`src/rtl/vga_pkg.sv`:
```
// Shared VGA timing constants, raster-total helpers and the coordinate type
// used by the timing generator, pixel generator and sprite mover.
package vga_pkg;

    localparam int H_ACTIVE_DEF = 640;
    localparam int H_FP_DEF     = 16;
    localparam int H_SYNC_DEF   = 96;
    localparam int H_BP_DEF     = 48;
    localparam int V_ACTIVE_DEF = 480;
    localparam int V_FP_DEF     = 10;
    localparam int V_SYNC_DEF   = 2;
    localparam int V_BP_DEF     = 33;

    localparam int COORD_W   = 10;
    localparam int COORD_MAX = 1 << COORD_W;

    typedef logic [COORD_W-1:0] coord_t;

    function automatic int h_total(input int active, input int fp, input int sync, input int bp);
        return active + fp + sync + bp;
    endfunction

    function automatic int v_total(input int active, input int fp, input int sync, input int bp);
        return active + fp + sync + bp;
    endfunction

endpackage

```
`src/rtl/vga_ce_delay.sv`:
```
// Clock-enabled shift register of DEPTH stages; DEPTH = 0 is a plain wire.
module vga_ce_delay #(
    parameter int WIDTH = 1,
    parameter int DEPTH = 1
) (
    input  logic             clk,
    input  logic             reset,
    input  logic             ce,
    input  logic [WIDTH-1:0] din,
    output logic [WIDTH-1:0] dout
);

    generate
        if (DEPTH == 0) begin : g_pass
            logic unused_ok;
            assign unused_ok = ^{clk, reset, ce};
            assign dout      = din;
        end else begin : g_pipe
            logic [WIDTH-1:0] stage_reg [DEPTH];

            for (genvar gi = 0; gi < DEPTH; gi++) begin : g_stage
                if (gi == 0) begin : g_head
                    always_ff @(posedge clk) begin
                        if (reset) begin
                            stage_reg[gi] <= '0;
                        end else if (ce) begin
                            stage_reg[gi] <= din;
                        end
                    end
                end else begin : g_tail
                    always_ff @(posedge clk) begin
                        if (reset) begin
                            stage_reg[gi] <= '0;
                        end else if (ce) begin
                            stage_reg[gi] <= stage_reg[gi-1];
                        end
                    end
                end
            end

            assign dout = stage_reg[DEPTH-1];
        end
    endgenerate

endmodule

```
`src/rtl/vga_timing_gen.sv`:
```
// VGA raster counters with pipelined sync/active decode and line, frame and
// animation tick pulses for the downstream pixel and sprite logic.
module vga_timing_gen
    import vga_pkg::*;
#(
    parameter int H_ACTIVE   = H_ACTIVE_DEF,
    parameter int H_FP       = H_FP_DEF,
    parameter int H_SYNC     = H_SYNC_DEF,
    parameter int H_BP       = H_BP_DEF,
    parameter int V_ACTIVE   = V_ACTIVE_DEF,
    parameter int V_FP       = V_FP_DEF,
    parameter int V_SYNC     = V_SYNC_DEF,
    parameter int V_BP       = V_BP_DEF,
    parameter int SYNC_POL   = 0,
    parameter int PIPE_DELAY = 1,
    parameter int ANIM_DIV   = 60
) (
    input  logic               clk,
    input  logic               reset,
    input  logic               pix_ce,
    output logic [COORD_W-1:0] counter_x,
    output logic [COORD_W-1:0] counter_y,
    output logic               hsync,
    output logic               vsync,
    output logic               active,
    output logic               line_start,
    output logic               frame_start,
    output logic               anim_tick
);

    localparam int H_TOTAL  = h_total(H_ACTIVE, H_FP, H_SYNC, H_BP);
    localparam int V_TOTAL  = v_total(V_ACTIVE, V_FP, V_SYNC, V_BP);
    localparam int HS_START = H_ACTIVE + H_FP;
    localparam int HS_END   = HS_START + H_SYNC;
    localparam int VS_START = V_ACTIVE + V_FP;
    localparam int VS_END   = VS_START + V_SYNC;

    localparam coord_t     X_LAST    = COORD_W'(H_TOTAL - 1);
    localparam coord_t     Y_LAST    = COORD_W'(V_TOTAL - 1);
    localparam logic       POL_XOR   = (SYNC_POL == 0);
    localparam logic [7:0] ANIM_LAST = 8'(ANIM_DIV - 1);

    generate
        if (H_TOTAL > COORD_MAX || V_TOTAL > COORD_MAX) begin : g_bad_total
            $error("vga_timing_gen: raster totals exceed coordinate range");
        end
        if (PIPE_DELAY < 0 || PIPE_DELAY > 4) begin : g_bad_delay
            $error("vga_timing_gen: PIPE_DELAY out of range 0..4");
        end
        if (ANIM_DIV < 1 || ANIM_DIV > 255) begin : g_bad_div
            $error("vga_timing_gen: ANIM_DIV out of range 1..255");
        end
    endgenerate

    coord_t     x_reg, x_next;
    coord_t     y_reg, y_next;
    logic       line_wrap, frame_wrap;
    logic       line_start_reg, frame_start_reg, anim_tick_reg;
    logic [7:0] anim_cnt_reg;
    logic       hs_raw, vs_raw, act_raw;
    logic [2:0] dly;

    always_comb begin
        x_next     = x_reg;
        y_next     = y_reg;
        line_wrap  = pix_ce && (x_reg == X_LAST);
        frame_wrap = line_wrap && (y_reg == Y_LAST);
        if (pix_ce) begin
            if (x_reg == X_LAST) begin
                x_next = '0;
                y_next = (y_reg == Y_LAST) ? '0 : y_reg + 1'b1;
            end else begin
                x_next = x_reg + 1'b1;
            end
        end
    end

    // Pulses are registered alongside the counter update so they appear in
    // the first cycle the new coordinate is visible.
    always_ff @(posedge clk) begin
        if (reset) begin
            x_reg           <= '0;
            y_reg           <= '0;
            line_start_reg  <= 1'b0;
            frame_start_reg <= 1'b0;
            anim_tick_reg   <= 1'b0;
            anim_cnt_reg    <= '0;
        end else begin
            x_reg           <= x_next;
            y_reg           <= y_next;
            line_start_reg  <= line_wrap;
            frame_start_reg <= frame_wrap;
            anim_tick_reg   <= frame_wrap && (anim_cnt_reg == ANIM_LAST);
            if (frame_wrap) begin
                anim_cnt_reg <= (anim_cnt_reg == ANIM_LAST) ? 8'd0 : anim_cnt_reg + 8'd1;
            end
        end
    end

    always_comb begin
        hs_raw  = (int'(x_reg) >= HS_START) && (int'(x_reg) < HS_END);
        vs_raw  = (int'(y_reg) >= VS_START) && (int'(y_reg) < VS_END);
        act_raw = (int'(x_reg) < H_ACTIVE) && (int'(y_reg) < V_ACTIVE);
    end

    vga_ce_delay #(
        .WIDTH (3),
        .DEPTH (PIPE_DELAY)
    ) u_delay (
        .clk   (clk),
        .reset (reset),
        .ce    (pix_ce),
        .din   ({hs_raw, vs_raw, act_raw}),
        .dout  (dly)
    );

    assign counter_x   = x_reg;
    assign counter_y   = y_reg;
    assign hsync       = dly[2] ^ POL_XOR;
    assign vsync       = dly[1] ^ POL_XOR;
    assign active      = dly[0];
    assign line_start  = line_start_reg;
    assign frame_start = frame_start_reg;
    assign anim_tick   = anim_tick_reg;

endmodule

```
`config.mk`:
```
export PLATFORM = sky130hd
export DESIGN_NAME = vga_timing_gen
export DESIGN_NICKNAME = d
export VERILOG_FILES = /design/src/rtl/vga_pkg.sv /design/src/rtl/vga_ce_delay.sv /design/src/rtl/vga_timing_gen.sv
export SDC_FILE = /design/constraint.sdc
export NUM_CORES = 1
export LEC_CHECK = 0
export ABC_AREA = 1
export BUFFER_PORTS_ARGS = -buffer_cell sky130_fd_sc_hd__buf_2
export CAP_MARGIN = 0
export CORE_MARGIN = 8
export CORE_UTILIZATION = 60
export CTS_CLUSTER_DIAMETER = 30
export DETAILED_ROUTE_END_ITERATION = 8
export GPL_TIMING_DRIVEN = 1
export PLACE_DENSITY = 0.84
export SLEW_MARGIN = 5
export SYNTH_ARGS = -nofsm -noshare
export SYNTH_HDL_FRONTEND = slang
export SYNTH_SLANG_ARGS = --single-unit
```
`constraint.sdc`:
```
create_clock -name clk -period 3.52 [get_ports clk]
set_input_delay 0.176 -clock clk [delete_from_list [all_inputs] [get_ports clk]]
set_output_delay 0.176 -clock clk [all_outputs]
set_load 0.05 [all_outputs]
```
Yosys cells after proc, flatten, opt, wreduce, memory -nomap -nowiden
Memories as Yosys holds them, arrays and structs flattened.
Index checks and enable logic that the tools add are counted.
{"block": "word_totals", "reg_bits": 31, "ramBits": 3, "output_inout_bits": 26, "wordCells": 39, "mem_count": 1}
{"block": "classes", "addsub": 3, "n_lt_le_gt_ge": 6, "n_eq_ne": 3, "n_mux": 10, "bitwise": 2, "reduce_logical": 8}
{"name": "u_delay.g_pipe.stage_reg", "words": 1, "word_bits": 3, "read_ports": 1, "rd_ports_with_merged_regs": 0, "wr": 1, "line_no": "vga_ce_delay.sv:19", "rtl": "logic [WIDTH-1:0] stage_reg [DEPTH];"}
{"op": "10-bit by 1-bit adder with 10-bit output (second input constant)", "n": 2}
{"op": "10-bit equality test (second input constant)", "n": 2}
{"op": "10-bit < comparator (second input constant)", "n": 2}
{"op": "10-bit by 9-bit < comparator with 1-bit output (second input constant)", "n": 2}
{"op": "10-bit 2-to-1 mux", "n": 2}
{"op": "10-bit greater-or-equal comparator (second input constant)", "n": 1}
{"op": "10-bit by 9-bit greater-or-equal comparator with 1-bit output (second input constant)", "n": 1}
{"op": "8-bit by 1-bit adder with 8-bit output (second input constant)", "n": 1}
{"op": "8-bit by 6-bit equality test with 1-bit output (second input constant)", "n": 1}
{"op": "8-bit 2-to-1 mux", "n": 1}
{"op": "1-bit logical AND", "n": 6}
{"op": "1-bit 2-to-1 mux", "n": 6}
{"op": "3-bit 2-to-1 mux", "n": 1}
{"op": "3-bit OR reduction", "n": 1}
{"op": "1-bit inverter", "n": 2}
{"op": "2-bit AND reduction", "n": 1}

Logic depth before layout (Yosys ltp)
Gate-level depths: netlist of the first run.
{"block": "logic_depth", "depth_word": 5, "ltp_mapped": 10}

By module
A second synthesis of the first run with hierarchy kept.
{"block": "unflattened", "hier_cells": 264, "area_unflattened_um2": 1853.0}
{"module": "vga_timing_gen", "instances": 1, "cells_per_inst": 252, "area_each_um2": 1726.7, "seq_area_each_um2": 620.6}
{"module": "vga_ce_delay", "instances": 1, "cells_per_inst": 12, "area_each_um2": 126.4, "seq_area_each_um2": 90.1}

Worst setup path after synthesis of the first run
Ideal clock, no wire load.
{"block": "synth_path", "kind": "register -> register", "startpoint": "register x_reg[1] (netlist: counter_x[1])", "endpoint": "register anim_cnt_reg[6]", "setup_time_ns": 0.118, "arrival_ns": 1.667, "setup_slack_ns": 1.734, "path_stages_with_launch": 9, "path_buffers": 0, "period_less_slack_ns": 1.786, "cell_sequence": "dfxtp_1 > ha_1 > nand2_2 > nor2_4 > nand4_4 > nor2_4 > nor2_2 > nand2_1 > o21ai_1"}
{"block": "synth_via", "elab_chain_len": 3}
{"element": "from (decl)", "line_no": "vga_timing_gen.sv:55", "rtl": "coord_t x_reg, x_next;"}
{"element": "from (signal assigned)", "line_no": "vga_timing_gen.sv:89", "rtl": "x_reg <= x_next;"}
{"element": "10-bit equality test", "line_no": "vga_timing_gen.sv:66", "rtl": "line_wrap = pix_ce && (x_reg == X_LAST);"}
{"element": "1-bit logical AND", "line_no": "vga_timing_gen.sv:66"}
{"element": "1-bit logical AND", "line_no": "vga_timing_gen.sv:67", "rtl": "frame_wrap = line_wrap && (y_reg == Y_LAST);"}
{"element": "to (signal assigned)", "line_no": "vga_timing_gen.sv:95", "rtl": "anim_cnt_reg <= (anim_cnt_reg == ANIM_LAST) ? 8'd0 : anim_cnt_reg + 8'd1;"}
{"element": "to (decl)", "line_no": "vga_timing_gen.sv:59", "rtl": "logic [7:0] anim_cnt_reg;"}
Every way passes these cells.
A chain may end at the register's enable or synchronous reset.

Worst setup path after layout of the first run
{"block": "layout_path", "startpoint": "register x_reg[0] (netlist: counter_x[0])", "endpoint": "register anim_cnt_reg[1]"}
The elaborated chain is that of the path after synthesis.

==> metrics.txt, run 1 <==
Synth Instances=approximately 260; max cap viols=0; initial antenna violation count=0; Die X=72.14 um; CP Launch Type=register; r2r endpoint=anim_cnt_reg[1]$_SDFFE_PP0P_; setup repair after global routing missed its margin=false; vias in the first global route=between 1500 and 2000; crit path max-delay cell type=dfxtp_1; Fillers=251; clock skew=8.774 ps; Pleak=0.9111 nW; cell area after layout=0.002135 mm2; ant diodes=0; IO Count=29; starting density of the core=a little over three fifths; synthesized area=0.001891 mm2; top-count cell post-synth=nand2_1; IO buf count=28; Slew headroom=72.67%; global-route wire length before repair=7396 um; Critical path buffers and inverters=0; clk_lat worst skew=340 ps; status=finished clean; crit share post-route=44.65%; Die ar.=0.005203 mm2; Top delay family on crit path=simple AND/OR/NAND/NOR gates; WL/cell=12.46 um; vias per cell=5.274; clk sinks=34; EDFF count, synth=3; largest cells by area after synthesis=dfxtp_1 (33%), nand2_1 (11%), nor2_1 (6.8%); DP HPWL=3296 um; clk slew on worst S/H paths=around 110 ps; commonest cells in the netlist=nand2_1 (53), nor2_1 (34), inv_1 (33), dfxtp_1 (31), nand3_1 (21); Seq. cell area=710.7 um2; Routed Antenna Nets=0; Post-DP Area=0.002071 mm2; cell-internal power=0.4977 mW; Worst Tran Pin Value=399.6 ps; share of layout cells above drive strength 1=21.02%; Yosys reg bits=34; GRT Util Overall=between 10% and 20%; largest net degree at the start of global routing=12; Sw Share=25.84%; area leader, netlist=dfxtp_1; final setup vio count=0; Final min period=1572 ps; R2R Path Start=counter_x[0]$_SDFFE_PP0P_; synth unique cells=30; clk root buf=clkbuf_4; num rows=20; multi-input logic area=0.001018 mm2; Hold Vio Cnt, Final=0; via count=about 1800; fmax=636.3 MHz; htree depth=2; synth warn=0; Crit Path Max Fanout=7; largest buffer count on any clock path=2; Arr. time, crit path=around 1800 ps; final estimated routing congestion in global placement=0.8758; PwrDens=314.4 mW/mm2; crit path cell chain=ha_1 > nand2_2 > nor2_4 > nand4_4 > nor2_4 > nor2_2 > nand2_1 > o21ai_1; cts bufs inserted=5; CP dominant cell by count=nor2_4; Slew Limit Fails=0; critical path capture point type=register; TritonCTS clock tree=yes; asr flop ratio synth=0%; CORE AREA=between 0.003 and 0.004 mm2; Synth top area share=32.83%; Detailed Route WL=between 4000 and 5000 um; drc violations=0; NetSw=0.1734 mW; Layout area overhead=12.91%; Layout Nets=a little over 300; Setup Fix Bufs, Post-CTS=0; clock share of power=35.0%; HP Class=input pin to register; Hold-fix buffers, CTS=0; slowest stage delay, CP=roughly 410 ps; dominant synthesized flop cell=dfxtp_1; GR Overflow Total=0; final worst setup slack=1948 ps; Initial DRC Count=around 120; Die H=72.14 um; HP Start=reset; critical path required time=3760 ps; sequential share of the synthesized area=37.59%; hold path cells=2; Comb power frac=just under 6%; setup TNS=0 ps; DRT Pass-1 Iters=4; Flop pwr share=59.1%; pre-CTS setup slack=1980 ps; R2R setup slack=1950 ps; end of the worst hold path=counter_y[8]$_SDFFE_PP0P_; Worst R2R Path Depth=8; post-cts resize count=0; Setup CP Type=register to register; Avg Inst Size Synth=7.244 um2; Syn Nets=270; worst IR drop on VDD=about 0.19 mV
power groups by stage:
stage,Sequential (mW),Combinational (mW),Clock [mW]
final,0.396,0.0395,0.235
after global routing,0.397,0.0430,0.254
after CTS,0.397,0.0394,0.236
after detailed placement,0.405,0.0393,0
after global placement,0.405,0.0385,0
after floorplan,0.415,0.0203,0
final cells by class:
cell class	count	area share (%)
clock inverter	2	0.5862
tap	44	2.579
inverter	39	6.858
sequential	34	33.29
clock buffer	6	2.403
timing repair buffer	28	6.565
multi-input combinational	186	47.71
cell families after synthesis:
kind of cell | synth area share, %
adder cells (fa/ha/maj) | 3.971
buffers and inverters | 8.537
AND/OR/NAND/NOR | 38.32
AO/OA/AOI/OAI | 9.265
XOR/XNOR | 2.316
flip-flops | 37.59
cell usage in the layout (no fill, tap or decap), drive strengths merged, types with 3 or more instances in the layout:
cell type / n
nand4: 10
buf: 28
a21oi: 11
nand3b: 3
xor2: 5
nor3: 6
o21ai: 12
nor2: 45
inv: 38
edfxtp: 3
nand3: 23
nand2: 57
dfxtp: 31
clkbuf: 6
ha: 6
how the worst max path moves through the flow:
stage / startpoint / endpoint / slack (ps) / cells after the start
floorplan: counter_x[1]$_SDFFE_PP0P_ / anim_cnt_reg[6]$_SDFFE_PP0P_ / 1730 / 8
global placement: counter_x[1]$_SDFFE_PP0P_ / counter_x[9]$_SDFFE_PP0P_ / 2020 / 7
detailed placement: counter_x[0]$_SDFFE_PP0P_ / anim_cnt_reg[6]$_SDFFE_PP0P_ / 1980 / 8
CTS: counter_x[0]$_SDFFE_PP0P_ / anim_cnt_reg[1]$_SDFFE_PP0P_ / 1940 / 8
global route: counter_y[1]$_SDFFE_PP0P_ / counter_y[5]$_SDFFE_PP0P_ / 1810 / 9
finish: counter_x[0]$_SDFFE_PP0P_ / anim_cnt_reg[1]$_SDFFE_PP0P_ / 1950 / 8
metrics by stage:
stage                     cells  power [mW]  util [%]  hold slack, ps
final                       339      0.6711     70.50           157.7
after global routing        339      0.6943     70.50           172.9
after CTS                   339      0.6724     70.50           160.3
after detailed placement    331      0.4446     68.39           467.2
after global placement      331      0.4435     68.39           464.7
after floorplan             261      0.4355         -           405.8
per-layer routing:
metal	vias to the layer above	global-route usage (%)	wire [um]
met4	0	8.163	64
met5	-	0	0
met2	60	27.98	1950
met1	805	21.13	1857
met3	9	4.683	350
li1	914	-	-
No activity file was read; power rests on OpenSTA's default activity.
==> inputs of run 2 (changes only) <==
Settings changed: ABC_AREA 1 to 0, CORE_UTILIZATION 60 to 50, PLACE_DENSITY 0.84 to 0.75.
Clock period 3.52 ns to 1.3 ns, I/O delays scaled along.
==> run 2 against run 1 <==
  * The flow now finishes with violations (setup timing)
  * Clock skew up 6.4 ps
  * Die area up 6.9%
  * Final cell count down 0.59%
  * Area after synthesis down 9.3%
  * Non-clock buffer count up 63
  * Worst setup slack worse by 2300 ps
  * Total power rose to 2.7 times the previous value
  * Synthesized cell count down 23%
==> metrics.txt, run 2 <==
crit path max-delay cell type=or4_4 (was dfxtp_1); synth warn=0 (unchanged); Worst Tran Pin Value=342.6 ps (was 399.6 ps); largest cells by area after synthesis=dfxtp_1 (36%), edfxtp_1 (5.3%), a21oi_1 (4.7%) (was dfxtp_1 (33%), nand2_1 (11%), nor2_1 (6.8%)); top-count cell post-synth=dfxtp_1 (was nand2_1); drc violations=0 (unchanged); clock skew=15.15 ps (was 8.774 ps); Syn Nets=210 (was 270); Critical path buffers and inverters=1 (was 0); HP Class=input pin to register (unchanged); initial antenna violation count=0 (unchanged); Avg Inst Size Synth=8.534 um2 (was 7.244 um2); Layout area overhead=56.24% (was 12.91%); synthesized area=0.001715 mm2 (was 0.001891 mm2); starting density of the core=51.81% (was 62.44%); Placed Cells=321 (was 331); num rows=21 (was 20); critical path required time=1590 ps (was 3760 ps); global-route wire length before repair=7776 um (was 7396 um); setup repair after global routing missed its margin=true (was false); clk root buf=clkbuf_4 (unchanged); CORE AREA=0.003311 mm2 (was 0.003028 mm2); Pleak=1.160 nW (was 0.9111 nW); largest net degree at the start of global routing=14 (was 12); critical path capture point type=register (unchanged); commonest cells in the netlist=dfxtp_1 (31), nor2_1 (20), a21oi_1 (16), nand3_1 (14), nand2_1 (13) (was nand2_1 (53), nor2_1 (34), inv_1 (33), dfxtp_1 (31), nand3_1 (21)); GR Util met1=20.64% (was 21.13%); Detailed Route WL=5055 um (was 4223 um); share of layout cells above drive strength 1=51.89% (was 21.02%); status=finished, violations left (was finished clean); sequential share of the synthesized area=41.43% (was 37.59%); Arr. time, crit path=1970 ps (was 1820 ps); Initial DRC Count=103 (was 115); final estimated routing congestion in global placement=0.8452 (was 0.8758); TritonCTS clock tree=yes (unchanged); worst IR drop on VDD=0.5227 mV (was 0.1862 mV); asr flop ratio synth=0% (unchanged); commonest non-fill, non-tap cell in the layout=buf_4 (was nand2_1); clk sinks=34 (unchanged); max cap viols=0 (unchanged); vias per cell=5.371 (was 5.274); htree depth=2 (unchanged); pre-CTS setup slack=-358.4 ps (was 1980 ps); clk_lat worst skew=340 ps (about the same); area leader, netlist=dfxtp_1 (unchanged); cts bufs inserted=5 (unchanged); Yosys reg bits=34 (unchanged); Routed Antenna Nets=0 (unchanged); vias in the first global route=1724 (was 1688); Final min period=1683 ps (was 1572 ps); most frequent cells in the layout=buf_4 (54), buf_2 (28), nor2_1 (16) (was nand2_1 (53), nor2_1 (34), inv_1 (33)); Hold Vio Cnt, Final=0 (unchanged); crit path cell chain=nor4b_4 > buf_4 > nand4_4 > or4_4 > a21oi_2 (was ha_1 > nand2_2 > nor2_4 > nand4_4 > nor2_4 > nor2_2 > nand2_1 > o21ai_1); Layout Cells excl Fill=337 (was 339); clk slew on worst S/H paths=110 ps (about the same); ant diodes=0 (unchanged); met3 Use GR=3.639% (was 4.683%); Synth Instances=201 (was 261); DP HPWL=3574 um (was 3296 um); cell area after layout=0.002680 mm2 (was 0.002135 mm2); final worst setup slack=-382.9 ps (was 1948 ps); Post-DP Area=0.002426 mm2 (was 0.002071 mm2); final setup vio count=28 (was 0); GRT Util Overall=17.99% (was 17.47%); via count=1810 (was 1788); dominant synthesized flop cell=dfxtp_1 (unchanged); largest buffer count on any clock path=2 (unchanged); DRT Pass-1 Iters=4 (unchanged); Die ar.=0.005561 mm2 (was 0.005203 mm2); R2R setup slack=-380 ps (was 1950 ps); Setup CP Type=register to register (unchanged); IO Count=29 (unchanged); WL/cell=15.00 um (was 12.46 um); GR Overflow Total=0 (unchanged); fmax=594.2 MHz (was 636.3 MHz); Slew Limit Fails=0 (unchanged); Fillers=214 (was 251); Synth top area share=36.18% (was 32.83%); Top delay family on crit path=simple AND/OR/NAND/NOR gates (unchanged); routing usage on met2=31.46% (was 27.98%); synth unique cells=40 (was 30); crit share post-route=129.5% (was 44.65%); Slew headroom=76.98% (was 72.67%); PwrDens=678.0 mW/mm2 (was 314.4 mW/mm2); IO buf count=28 (unchanged); busiest grt layer=met2 (unchanged); slowest stage delay, CP=560 ps (was 410 ps); Layout Nets=299 (was 303); CP Launch Type=register (unchanged); failing checks=setup timing; EDFF count, synth=3 (unchanged); Crit Path Max Fanout=4 (was 7); Die X=74.57 um (was 72.14 um); Die H=74.57 um (was 72.14 um)
## run 2: cells by family (layout without fill, tap and decap cells)
group	after synthesis	after routing	synth area share (%)
simple gates	99	99	32.75
fa+ha+maj	6	6	4.376
buf+inv	18	108	4.011
mux	4	4	2.480
flops	34	34	41.43
xor+xnor	9	9	4.595
compound gates	31	31	10.36
## run 2: worst min-delay path, cell delays in order
cell	delay, ps
buf_2	110
buf_4	170
nand3_1	70
a21oi_1	60
## run 2: final timing paths
kind / from / end / cells after the start
setup / recovery: counter_x[7]$_SDFFE_PP0P_ / counter_y[7]$_SDFFE_PP0P_ / 5
hold / removal: pix_ce / counter_x[1]$_SDFFE_PP0P_ / 4
setup reg to reg: counter_x[7]$_SDFFE_PP0P_ / counter_y[7]$_SDFFE_PP0P_ / 5
hold reg to reg: anim_cnt_reg[4]$_SDFFE_PP0P_ / anim_cnt_reg[4]$_SDFFE_PP0P_ / 2
## run 2: report_power, final
| group | switching [mW] | internal, mW |
|---|---|---|
| registers | 0.00605 | 1.05 |
| clock network | 0.366 | 0.262 |
| logic | 0.0886 | 0.0465 |
## run 2: timing repair
action | in CTS | in global routing
hold buffers | 1 | 0
setup buffers | 4 | 4
resized for setup | 15 | 19
endpoints found under the hold margin | 3 | 0
endpoints found under the setup margin | 30 | 29
pin swaps | 6 | 17
## run 2: layout make-up
type | count | area [um2] | area share, %
Sequential cell | 34 | 759.5 | 28.34
Inverter | 9 | 36.28 | 1.354
Clock buffer | 7 | 55.05 | 2.054
Timing Repair Buffer | 91 | 645.6 | 24.09
Tap cell | 46 | 57.56 | 2.148
Clock inverter | 1 | 5.005 | 0.1867
Multi-Input combinational cell | 149 | 1121 | 41.83
## run 2: routing by layer
layer | part of all wire [%] | vias to the layer above
li1 | - | 896
met1 | 41 | 864
met4 | 1.4 | 0
met5 | 0 | -
met2 | 52 | 41
met3 | 5.2 | 9
## run 2: metrics by stage
stage | utilization (%) | total power [mW] | hold WS [ps] | setup TNS [ps]
global placement | 73.28 | 1.198 | 349.7 | -5084
finish | 80.95 | 1.817 | 169.1 | -7720
global route | 80.95 | 1.883 | 183.7 | -9547
detailed placement | 73.28 | 1.202 | 358.0 | -6330
CTS | 77.59 | 1.819 | 153.1 | -6397
floorplan | - | 1.161 | 378.0 | -7453
==> inputs of run 3 (changes only) <==
Settings changed: CORE_UTILIZATION 50 to 55, PLACE_DENSITY 0.75 to 0.78, SYNTH_HIERARCHICAL set to 1.
Clock period 1.3 ns to 1.6 ns, I/O delays scaled along.
==> run 3 against run 2 <==
  * Area after synthesis stayed put
  * Critical endpoint is now anim_cnt_reg[5]$_SDFFE_PP0P_
  * Largest power group unchanged
  * Highest routed layer unchanged
  * The flow still finishes with violations (setup timing)
  * Cell area is 12% lower
  * Critical path depth is 1 higher
  * Clock power is 31% lower
  * Largest cell class unchanged
  * Synthesized cell count is 3.5% lower
==> metrics.txt, run 3 <==
status=finished, violations left (unchanged); failing checks=setup timing (unchanged); HP Class=input pin to register (unchanged); Setup CP Type=register to register (unchanged); commonest cells in the netlist=dfxtp_1 (31), nor2_1 (18), nand2_1 (14), a21oi_1 (13), o21ai_0 (10) (was dfxtp_1 (31), nor2_1 (20), a21oi_1 (16), nand3_1 (14), nand2_1 (13)); final estimated routing congestion in global placement=0.8531 (was 0.8452); Synth top area share=36.18% (unchanged); EDFF count, synth=3 (unchanged); GR Overflow Total=0 (unchanged); num rows=20 (was 21); asr flop ratio synth=0% (unchanged); IO Count=29 (unchanged); max cap viols=0 (unchanged); Slew headroom=66.61% (was 76.98%); Die X=71.85 um (was 74.57 um); critical path capture point type=register (unchanged); vias in the first global route=1615 (was 1724); ant diodes=0 (unchanged); largest buffer count on any clock path=2 (unchanged); Avg Inst Size Synth=8.842 um2 (was 8.534 um2); Pleak=0.9532 nW (was 1.160 nW); clk slew on worst S/H paths=100 ps (was 110 ps); DP HPWL=3272 um (was 3574 um); Yosys reg bits=34 (unchanged); routing usage on met2=27.94% (was 31.46%); final worst setup slack=-147.5 ps (was -382.9 ps); crit share post-route=109.2% (was 129.5%); largest net degree at the start of global routing=31 (was 14); global-route wire length before repair=7286 um (was 7776 um); Final min period=1747 ps (was 1683 ps); worst IR drop on VDD=0.5456 mV (was 0.5227 mV); busiest grt layer=met2 (unchanged); Arr. time, crit path=2010 ps (was 1970 ps); synth warn=6 (was 0); pre-CTS setup slack=-88.04 ps (was -358.4 ps); Die H=71.85 um (was 74.57 um); Die ar.=0.005162 mm2 (was 0.005561 mm2); critical path required time=1870 ps (was 1590 ps); multi-input logic area=0.001067 mm2 (was 0.001121 mm2); vias per cell=6.114 (was 5.371); WL/cell=17.83 um (was 15.00 um); starting density of the core=57.12% (was 51.81%); sequential share of the synthesized area=41.43% (unchanged); top-count cell post-synth=dfxtp_1 (unchanged); most frequent cells in the layout=buf_4 (32), buf_2 (28), nor2_1 (18) (was buf_4 (54), buf_2 (28), nor2_1 (16)); Fillers=203 (was 214); Crit Path Max Fanout=4 (unchanged); Worst Tran Pin Value=500.3 ps (was 342.6 ps); clk sinks=34 (unchanged); Initial DRC Count=168 (was 103); synthesized area=0.001715 mm2 (unchanged); DRT Pass-1 Iters=4 (unchanged); Slew Limit Fails=0 (unchanged); initial antenna violation count=0 (unchanged); clock skew=10.64 ps (was 15.15 ps); drc violations=0 (unchanged); clk root buf=clkbuf_4 (unchanged); CP Launch Type=register (unchanged); Core Util, Final=78.75% (was 80.95%); Hold Vio Cnt, Final=0 (unchanged); Hold-fix buffers, CTS=0 (was 1); setup repair after global routing missed its margin=true (unchanged); PwrDens=602.2 mW/mm2 (was 678.0 mW/mm2); Synth Instances=194 (was 201); GRT Util Overall=17.48% (was 17.99%); met3 Use GR=5.021% (was 3.639%); Layout Nets=266 (was 299); clk_lat worst skew=330 ps (was 340 ps); commonest non-fill, non-tap cell in the layout=buf_4 (unchanged); GR Util met1=21.43% (was 20.64%); final setup vio count=11 (was 28); Seq. cell area=733.2 um2 (was 759.5 um2); via count=1773 (was 1810); dominant synthesized flop cell=dfxtp_1 (unchanged); Syn Nets=203 (was 210); Routed Antenna Nets=0 (unchanged); largest cells by area after synthesis=dfxtp_1 (36%), edfxtp_1 (5.3%), ha_1 (4.4%) (was dfxtp_1 (36%), edfxtp_1 (5.3%), a21oi_1 (4.7%)); Layout area overhead=37.86% (was 56.24%); IO buf count=28 (unchanged); synth unique cells=38 (was 40); TritonCTS clock tree=yes (unchanged); area leader, netlist=dfxtp_1 (unchanged); fmax=572.3 MHz (was 594.2 MHz); cts bufs inserted=5 (unchanged); CORE AREA=0.003003 mm2 (was 0.003311 mm2); share of layout cells above drive strength 1=41.25% (was 51.89%); htree depth=2 (unchanged); Detailed Route WL=5172 um (was 5055 um)
[run 3: cell count changes after synthesis, moves of 3 or more]
cell,delta
nand3_1,-5
clkbuf_1,-5
a21oi_1,-3
and3_1,-3
o21ai_0,+4
o31ai_1,+3
buf_2,+3
nand2b_1,-6
or4_1,+3
[run 3: final cells by class]
type,instances,share of cell area (%)
Sequential cell,34,31.01
Inverter,8,1.270
Tap cell,33,1.746
Multi-Input combinational cell,144,45.13
Timing Repair Buffer,64,18.94
Clock buffer,7,1.905
[run 3: path summary, 6_finish.rpt]
path / start / endpoint / slack (ps) / cells past startpoint
max: counter_y[0]$_SDFFE_PP0P_ / anim_cnt_reg[5]$_SDFFE_PP0P_ / -150 / 6
min: reset / frame_start$_SDFF_PP0_ / 110 / 2
max reg2reg: counter_y[0]$_SDFFE_PP0P_ / anim_cnt_reg[5]$_SDFFE_PP0P_ / -150 / 6
min reg2reg: anim_cnt_reg[5]$_SDFFE_PP0P_ / anim_cnt_reg[5]$_SDFFE_PP0P_ / 500 / 2
[run 3: cells by family (layout without fill, tap and decap cells)]
logic type / after synthesis / after routing / share of synthesized area [%]
flops: 34 / 34 / 41.43
buf+inv: 17 / 79 / 4.887
simple gates: 88 / 88 / 30.12
compound gates: 38 / 39 / 13.49
fa+ha+maj: 6 / 6 / 4.376
xor+xnor: 10 / 10 / 5.106
mux: 1 / 1 / 0.5835
[run 3: through the flow]
| stage | cell area, um2 | std cells | hold WS, ps | power (mW) | setup TNS, ps |
|---|---|---|---|---|---|
| after floorplan | 1804 | 194 | 244.8 | 0.9645 | -797.1 |
| after global placement | 2138 | 275 | 432.5 | 0.9964 | 0 |
| after detailed placement | 2138 | 275 | 431.9 | 1.001 | -373.7 |
| after CTS | 2202 | 283 | 83.98 | 1.431 | -385.5 |
| after global routing | 2365 | 290 | 106.1 | 1.478 | -1873 |
| final | 2365 | 290 | 109.0 | 1.424 | -724.2 |
[run 3: where the power goes]
| group | total (mW) | leakage (nW) | internal, mW | switching, mW |
|---|---|---|---|---|
| sequential | 0.869 | 0.290 | 0.865 | 0.00406 |
| clock | 0.437 | 0.0254 | 0.166 | 0.271 |
| combinational | 0.118 | 0.638 | 0.0336 | 0.0848 |
| total | 1.42 | 0.953 | 1.06 | 0.360 |
[run 3: what timing repair did]
action                                 CTS  global route
pin swaps                                2             7
setup buffers                            1             5
gates resized for setup                  3            22
endpoints found under the hold margin    0             0
cloned                                   0             2
setup endpoints to repair                9            18
[run 3: critical path, stage by stage (launching register included)]
cell	delay [ps]
dfxtp_2	340
inv_2	70
ha_4	120
and4b_1	220
nand4b_1	230
or4_4	580
a21oi_2	140
[run 3: per-layer routing]
layer	vias to the layer above	share of wire (%)
met3	7	6.1
met5	-	0
met4	0	1.4
met2	57	50
li1	840	-
met1	869	43
